--- src/rtl/unified_mem_arbiter.sv ---
// Shares one fixed-latency single-port memory between instruction fetch and data access,
// with data priority, a fetch starvation guard and a pipeline stall. Optional perf counters: ARB_PERF_CNT_EN.
module unified_mem_arbiter #(
  parameter int ADDR_W     = 32,
  parameter int DATA_W     = 32,
  parameter int MEM_LAT    = 3,
  parameter int STARVE_MAX = 4
) (
  input  logic              clk_i,
  input  logic              rst_i,
  input  logic              if_req_i,
  input  logic [ADDR_W-1:0] if_addr_i,
  output logic              if_gnt_o,
  output logic              if_valid_o,
  output logic [DATA_W-1:0] if_rdata_o,
  input  logic              dm_req_i,
  input  logic              dm_we_i,
  input  logic [ADDR_W-1:0] dm_addr_i,
  input  logic [DATA_W-1:0] dm_wdata_i,
  output logic              dm_gnt_o,
  output logic              dm_valid_o,
  output logic [DATA_W-1:0] dm_rdata_o,
  output logic              mem_en_o,
  output logic              mem_we_o,
  output logic [ADDR_W-1:0] mem_addr_o,
  output logic [DATA_W-1:0] mem_wdata_o,
  input  logic [DATA_W-1:0] mem_rdata_i,
  output logic              stall_o
`ifdef ARB_PERF_CNT_EN
  ,
  output logic [31:0]       perf_stall_cycles_o,
  output logic [15:0]       perf_conflict_o
`endif
);

  typedef enum logic [1:0] {IDLE, BUSY_IF, BUSY_DM} state_t;

  localparam logic [3:0] LAST_CNT   = 4'(MEM_LAT - 1);
  localparam logic [3:0] STARVE_LIM = 4'(STARVE_MAX);

  state_t            state;
  logic [3:0]        lat_cnt;
  logic [3:0]        starve_cnt;
  logic [ADDR_W-1:0] cmd_addr;
  logic              cmd_we;
  logic [DATA_W-1:0] cmd_wdata;
  logic [DATA_W-1:0] if_rdata_q;
  logic [DATA_W-1:0] dm_rdata_q;
  logic              busy;
  logic              done;
  logic              grant_dm;
  logic              grant_if;

  // Data wins unless fetch has already been passed over STARVE_MAX times in a row.
  always_comb begin
    busy     = (state != IDLE);
    done     = busy && (lat_cnt == LAST_CNT);
    grant_dm = dm_req_i && ((starve_cnt < STARVE_LIM) || !if_req_i);
    grant_if = !grant_dm && if_req_i;
  end

  always_ff @(posedge clk_i or negedge rst_i) begin
    if (!rst_i) begin
      state      <= IDLE;
      lat_cnt    <= '0;
      starve_cnt <= '0;
      cmd_addr   <= '0;
      cmd_we     <= 1'b0;
      cmd_wdata  <= '0;
      if_rdata_q <= '0;
      dm_rdata_q <= '0;
    end else begin
      case (state)
        IDLE: begin
          lat_cnt <= '0;
          if (grant_dm) begin
            state     <= BUSY_DM;
            cmd_addr  <= dm_addr_i;
            cmd_we    <= dm_we_i;
            cmd_wdata <= dm_wdata_i;
            if (!if_req_i)
              starve_cnt <= '0;
            else if (starve_cnt < STARVE_LIM)
              starve_cnt <= starve_cnt + 4'd1;
          end else if (grant_if) begin
            state      <= BUSY_IF;
            cmd_addr   <= if_addr_i;
            cmd_we     <= 1'b0;
            starve_cnt <= '0;
          end else begin
            starve_cnt <= '0;
          end
        end
        BUSY_IF, BUSY_DM: begin
          if (done) begin
            state   <= IDLE;
            lat_cnt <= '0;
            if (state == BUSY_IF)
              if_rdata_q <= mem_rdata_i;
            else if (!cmd_we)
              dm_rdata_q <= mem_rdata_i;
          end else begin
            lat_cnt <= lat_cnt + 4'd1;
          end
        end
        default: state <= IDLE;
      endcase
    end
  end

  // Read data is forwarded in the completion cycle itself, then held from the register.
  assign if_gnt_o    = (state == BUSY_IF);
  assign dm_gnt_o    = (state == BUSY_DM);
  assign if_valid_o  = (state == BUSY_IF) && done;
  assign dm_valid_o  = (state == BUSY_DM) && done;
  assign if_rdata_o  = if_valid_o ? mem_rdata_i : if_rdata_q;
  assign dm_rdata_o  = (dm_valid_o && !cmd_we) ? mem_rdata_i : dm_rdata_q;
  assign mem_en_o    = busy;
  assign mem_we_o    = (state == BUSY_DM) && cmd_we;
  assign mem_addr_o  = cmd_addr;
  assign mem_wdata_o = cmd_wdata;
  assign stall_o     = (if_req_i && !if_valid_o) || (dm_req_i && !dm_valid_o);

`ifdef ARB_PERF_CNT_EN
  always_ff @(posedge clk_i or negedge rst_i) begin
    if (!rst_i) begin
      perf_stall_cycles_o <= '0;
      perf_conflict_o     <= '0;
    end else begin
      if (stall_o && (perf_stall_cycles_o != 32'hFFFF_FFFF))
        perf_stall_cycles_o <= perf_stall_cycles_o + 32'd1;
      if ((state == IDLE) && if_req_i && dm_req_i && (perf_conflict_o != 16'hFFFF))
        perf_conflict_o <= perf_conflict_o + 16'd1;
    end
  end
`endif

endmodule

--- config.mk ---
export PLATFORM = sky130hd
export DESIGN_NAME = unified_mem_arbiter
export DESIGN_NICKNAME = d
export VERILOG_FILES = /design/src/rtl/unified_mem_arbiter.sv
export SDC_FILE = /design/constraint.sdc
export NUM_CORES = 1
export LEC_CHECK = 0
export BUFFER_PORTS_ARGS = -buffer_cell sky130_fd_sc_hd__buf_4
export CAP_MARGIN = 15
export CORE_UTILIZATION = 40
export CTS_CLUSTER_SIZE = 24
export DETAILED_ROUTE_END_ITERATION = 12
export PLACE_DENSITY_LB_ADDON = 0.3
export RECOVER_POWER = 50
export SETUP_SLACK_MARGIN = 0.1
export SYNTH_ARGS = -nofsm -noshare
export SYNTH_HDL_FRONTEND = slang
export SYNTH_SLANG_ARGS = --single-unit
--- constraint.sdc ---
create_clock -name clk_i -period 2 [get_ports clk_i]
set_input_delay 0 -clock clk_i [delete_from_list [all_inputs] [get_ports clk_i]]
set_output_delay 0 -clock clk_i [all_outputs]
set_load 0.005 [all_outputs]
==> impl_metrics.json, run 1 <==
{
  "cts_buffers": 17,
  "placed_area_um2": 9230,
  "fin_nets": 1092,
  "fin_crit_sh_pct": 110,
  "worstReg2RegStart": "state[1]",
  "setup_viol": 81,
  "drv_cap": 0,
  "power.internal_w": 0.0106,
  "num-fill-cells": 1106,
  "rows": 47,
  "vias_per_cell": 5.16,
  "arrival_ns": 2.21,
  "clockBufferDepth": 2,
  "dpl.cell_count": 1000,
  "p_comb_share_pct": 47.3,
  "io_pins": 268,
  "synth_top_area_cell": "dfrtp_1",
  "synth_nets": 671,
  "relSlewSlack_pct": 28.7,
  "maxSlewViolCount": 0,
  "syn-instance-count": 530,
  "ir_drop_v": 0.000780,
  "max_freq_mhz": 453,
  "dieWidth_um": 133,
  "dp.final_hpwl_um": 12500,
  "drc_errors": 0,
  "grt_overflow": 0,
  "clock-sinks": 139,
  "routed_wirelength_um": 22100,
  "layout-area-overhead-vs-synth_pct": 68.7,
  "drive_above_1_share_pct": 53.5,
  "grt_pass1_vias": 6732,
  "path_clk_slew_ns": 0.06,
  "ys.flop_type": "dfrtp_1",
  "wl_per_cell_um": 18.6,
  "syn_area_um2": 6890,
  "synth_common_cells": "dfrtp_1 (139), mux2_2 (97), nand2_1 (72), mux2_4 (60)",
  "vias": 6108,
  "finalHoldViolCount": 0,
  "grt_use_total_pct": 25.0,
  "power.density_nw_per_um2": 1320,
  "grt_max_degree": 48,
  "crit_type": "reg2out",
  "layout_setup_ws_ns": -0.208,
  "ys_ff_latch": 139,
  "grt_pass1_wl_um": 34700,
  "period_needed_ns": 2.21,
  "cts_tree": "yes",
  "sequentialPowerShare_pct": 32.8,
  "worstPathRequired_ns": 2.00,
  "antenna_found_initial": 0,
  "synthArstFlopShare_pct": 100,
  "switching_share_pct": 30.9,
  "crit_fanout": 7,
  "design_area_um2": 11600,
  "crit_start": "state[1]",
  "numPortBuffers": 267,
  "hold_class": "in2async",
  "p_leak_nw": 5.63,
  "synth_edf_count": 0,
  "gp_congestion": 0.783,
  "cts_max_level": 4,
  "drtIter0Drc": 280,
  "whs_ns": 0.325,
  "synth_area_leaders": "dfrtp_1 (50%), mux2_2 (16%), mux2_4 (13%), nand2_1 (3.9%), o211ai_1 (3.5%)",
  "clk_latency_ns": 0.42,
  "stdcell_count": 1183,
  "antenna_cells": 0,
  "first_pass_iters": 5,
  "root_buffer": "clkbuf_16",
  "rsz0062_at_grt": "yes",
  "p_switching_w": 0.00475,
  "synth_cell_types": 33,
  "skew_ns": 0.00853,
  "synth.most_common_cell": "dfrtp_1",
  "clockPowerShare_pct": 20.0,
  "initial_utilization_pct": 41.3,
  "status": "finished with violations",
  "synth.top_cell.area_share_pct": 50.5,
  "postRouteAntennaNets": 0,
  "worst_slew_pin_slew_ns": 1.07,
  "die-height_um": 133,
  "core_area_um2": 16700,
  "ys_seq_area_share_pct": 50.5,
  "avgSynthCellArea_um2": 13.0,
  "critPathLaunchType": "register",
  "die_area_um2": 17800,
  "violations": "setup timing",
  "yosysWarnings": 0,
  "power_w": 0.0153,
  "cp-end-kind": "output pin"
}
area by class of cell:
| type | count | area [µm²] | share of cell area [%] |
|---|---|---|---|
| inverter | 9 | 33.8 | 0.291 |
| clock inverter | 14 | 145 | 1.25 |
| timing repair buffer | 439 | 3980 | 34.3 |
| sequential | 139 | 3480 | 29.9 |
| tap | 220 | 275 | 2.37 |
| clock buffer | 17 | 425 | 3.66 |
| multi-input combinational | 345 | 3280 | 28.2 |
power groups by stage:
stage	registers, W	logic [W]	clock network, W
after floorplan	0.00487	0.00326	0
after global placement	0.00495	0.00617	0
after detailed placement	0.00501	0.00635	0
after CTS	0.00499	0.00705	0.00313
after global routing	0.00518	0.00778	0.00324
final	0.00503	0.00725	0.00306
kinds of logic (layout without fill, tap and decap cells):
group	count (synthesis)	in the layout	synth area share (%)
adders and majority gates	8	8	1.45
and+or+nand+nor	126	127	9.70
AOI/OAI and AO/OA	49	49	5.16
buffers and inverters	47	479	3.65
muxes	161	161	29.6
DFF	139	139	50.5
per-stage QoR:
| stage | TNS [ns] | util (%) | worst slack, ns |
|---|---|---|---|
| after floorplan | 0 | - | 0.00528 |
| after global placement | 0 | 55.3 | 0.142 |
| after detailed placement | 0 | 55.3 | 0.0215 |
| after CTS | -11.63 | 68.8 | -0.207 |
| after global routing | -19.51 | 69.6 | -0.298 |
| final | -11.42 | 69.6 | -0.208 |
metal layers:
metal	track usage [%]	share of wire, %	up-vias
met5	0	0	-
met4	10.5	2.9	0
met3	6.89	7.3	59
met2	42.0	51	324
met1	30.1	39	2963
li1	-	-	2762
worst paths after layout:
kind / depth (start not counted) / end / slack (ns)
worst min register to register: 2 / mem_addr_o[26] / 0.50
worst max-delay path: 9 / if_rdata_o[29] / -0.21
worst min-delay path: 2 / if_rdata_q[6] / 0.33
worst max register to register: 10 / if_rdata_q[2] / -0.04
max in group asynchronous: 3 / if_rdata_q[29] / 0.31
min in group clk_i: 3 / mem_wdata_o[27] / 0.36
registers in the layout (all words and copies together) (netlist names):
register / cells
state: 2
starve_cnt: 4
mem_addr_o: 32
lat_cnt: 4
mem_wdata_o: 32
dm_rdata_q: 32
if_rdata_q: 32
cmd_we: 1
critical path: stages, from the launching register on:
cell and delay, ns:
dfrtp_1 0.38, inv_2 0.07, ha_4 0.17, nor4b_4 0.22
buf_6 0.15, buf_12 0.11, nand2_8 0.09, buf_12 0.17
mux2_4 0.31, buf_6 0.12
what timing repair did:
| item | CTS | global route |
|---|---|---|
| cloned | 3 | 3 |
| endpoints found under the hold margin | 271 | 0 |
| endpoints found under the setup margin | 90 | 177 |
| buffers inserted | 10 | 5 |
| resized for setup | 55 | 22 |
| pin swaps | 2 | 0 |
| hold buffers | 132 | 0 |
placed cells by master (no fill, tap or decap), drive strengths merged, types with 3 or more instances in the layout:
cell,instances
nor2,3
clkinv,5
a22o,3
mux2,161
clkbuf,40
dlygate4sd3,132
nand2,74
dfrtp,139
nand4,32
o22ai,3
and2,3
ha,8
nand3,6
o211ai,32
o21ai,4
inv,12
clkinvlp,4
o31ai,4
buf,284
No activity file was read; power rests on OpenSTA's default activity.
==> inputs of run 2 (changes only) <==
--- a/config.mk
+++ b/config.mk
@@ -5,7 +5,7 @@
 export SDC_FILE = /design/constraint.sdc
 export NUM_CORES = 1
 export LEC_CHECK = 0
-export BUFFER_PORTS_ARGS = -buffer_cell sky130_fd_sc_hd__buf_4
+export BUFFER_PORTS_ARGS = -buffer_cell sky130_fd_sc_hd__buf_2
 export CAP_MARGIN = 15
 export CORE_UTILIZATION = 40
 export CTS_CLUSTER_SIZE = 24
==> impl_metrics.json, run 2 (same netlist as run 1, synthesis figures left out) <==
{
  "path_clk_slew_ns": 0.06,
  "grt_use_total_pct": 22.1,
  "crit_path_end": "if_rdata_o[11]",
  "worst_r2r_path_depth": 6,
  "first_pass_iters": 4,
  "antenna_cells": 0,
  "period_needed_ns": 2.17,
  "crit_start": "lat_cnt[1]",
  "grt_max_degree": 53,
  "rrSetupSlack_ns": 0.04,
  "fin_nets": 1090,
  "num-fill-cells": 1195,
  "wl_per_cell_um": 17.7,
  "clk_latency_ns": 0.42,
  "grt_pass1_vias": 6202,
  "fin_util_pct": 66.5,
  "max_freq_mhz": 461,
  "drtIter0Drc": 280,
  "cp-end-kind": "output pin",
  "power.density_nw_per_um2": 1320,
  "cts_tree": "yes",
  "crit_type": "reg2out",
  "layout_setup_ws_ns": -0.170,
  "maxSlewViolCount": 0,
  "ir_drop_v": 0.000685,
  "drv_cap": 0,
  "tns_ns": -9.06,
  "gp_congestion": 0.752,
  "critPathLaunchType": "register",
  "rsz0062_at_grt": "yes",
  "routed_wirelength_um": 21000,
  "relSlewSlack_pct": 15.9,
  "arrival_ns": 2.17,
  "vias": 5998,
  "worst_slew_pin_slew_ns": 1.26,
  "antenna_found_initial": 0,
  "r2r-end": "state[1]",
  "final_cell_mix": "buf_2 (210), dfrtp_1 (139), dlygate4sd3_1 (131)",
  "setup_viol": 65,
  "hold_class": "in2reg",
  "initial_utilization_pct": 41.3,
  "dp.final_hpwl_um": 11300,
  "placed_area_um2": 8600,
  "vias_per_cell": 5.07,
  "clockBufferDepth": 2,
  "status": "finished with violations",
  "die_area_um2": 17800,
  "worstPathRequired_ns": 2.00,
  "rows": 47,
  "cts_max_level": 4,
  "fin_crit_sh_pct": 109,
  "worstReg2RegStart": "state[1]",
  "design_area_um2": 11100,
  "core_area_um2": 16700,
  "skew_ns": 0.0147,
  "postRouteAntennaNets": 0,
  "io_pins": 268,
  "dieWidth_um": 133,
  "grt_overflow": 0,
  "root_buffer": "clkbuf_16",
  "cts_buffers": 17,
  "drive_above_1_share_pct": 51.6,
  "p_leak_nw": 5.38,
  "die-height_um": 133,
  "grt_pass1_wl_um": 31000,
  "finalHoldViolCount": 0,
  "numPortBuffers": 267,
  "violations": "setup timing",
  "place_ws_ns": 0.154,
  "crit_fanout": 8,
  "drc_errors": 0,
  "layout_commonest_cell": "buf_2",
  "clock-sinks": 139,
  "layout-area-overhead-vs-synth_pct": 61.1
}
## run 2: cell types whose count changed in the layout (fill, tap and decap cells not counted), moves of 12 or more
cell	delta
clkbuf_1	+18
buf_2	+210
mux2_4	-12
mux2_2	+12
buf_4	-215
clkbuf_4	-15
## run 2: timing repair
action | 4_1_cts | 5_1_grt
pin swaps | 0 | 2
hold endpoints to repair | 271 | 0
setup endpoints to repair | 65 | 130
gates cloned | 2 | 8
resized for setup | 14 | 46
setup buffers | 4 | 4
hold buffers | 131 | 0
## run 2: how the worst min path moves through the flow
stage | start | to | slack, ns | cells after the start
floorplan | rst_i | cmd_we | -0.30 | 0
global placement | rst_i | dm_rdata_q[6] | -0.03 | 1
detailed placement | rst_i | if_rdata_q[6] | -0.03 | 1
CTS | dm_req_i | starve_cnt[2] | 0.004 | 3
global route | dm_req_i | starve_cnt[2] | 0.04 | 3
finish | dm_req_i | starve_cnt[2] | 0.04 | 3
## run 2: worst max-delay path, cell delays in order, from the launching register on
cell,delay [ns]
dfrtp_1,0.42
ha_4,0.18
nor4b_4,0.12
buf_6,0.13
buf_12,0.12
nand2_8,0.14
buf_12,0.15
mux2_2,0.36
buf_6,0.13
## run 2: report_power, final
part | total (W) | switching (W) | internal, W | leakage, nW
logic | 0.00648 | 0.00257 | 0.00392 | 3.43
clock network | 0.00323 | 0.00125 | 0.00198 | 0.292
registers | 0.00496 | 0.000764 | 0.00419 | 1.66
total | 0.0147 | 0.00459 | 0.0101 | 5.38
## run 2: per-layer routing
layer,vias up,global-route usage (%),routed length [µm]
li1,2777,-,-
met1,2897,27.3,8660
met2,287,36.6,10500
met3,37,6.01,1360
met4,0,9.09,423
met5,-,0,0
## run 2: cell type report
type                            instances  area, µm²  share of cell area (%)
Timing Repair Buffer                  438       3480                    31.4
Sequential cell                       139       3480                    31.3
Multi-Input combinational cell        344       3220                    29.0
Clock buffer                           19        433                    3.90
Tap cell                              220        275                    2.48
Clock inverter                         13        169                    1.52
Inverter                                9       38.8                   0.349
## run 2: through the flow
| stage | std cells | hold WS [ns] | power [W] |
|---|---|---|---|
| after global routing | 1182 | 0.0445 | 0.0155 |
| after floorplan | 530 | -0.296 | 0.00812 |
| after CTS | 1171 | 0.00364 | 0.0141 |
| final | 1182 | 0.0412 | 0.0147 |
| after global placement | 1002 | -0.0278 | 0.0103 |
| after detailed placement | 1002 | -0.0277 | 0.0104 |
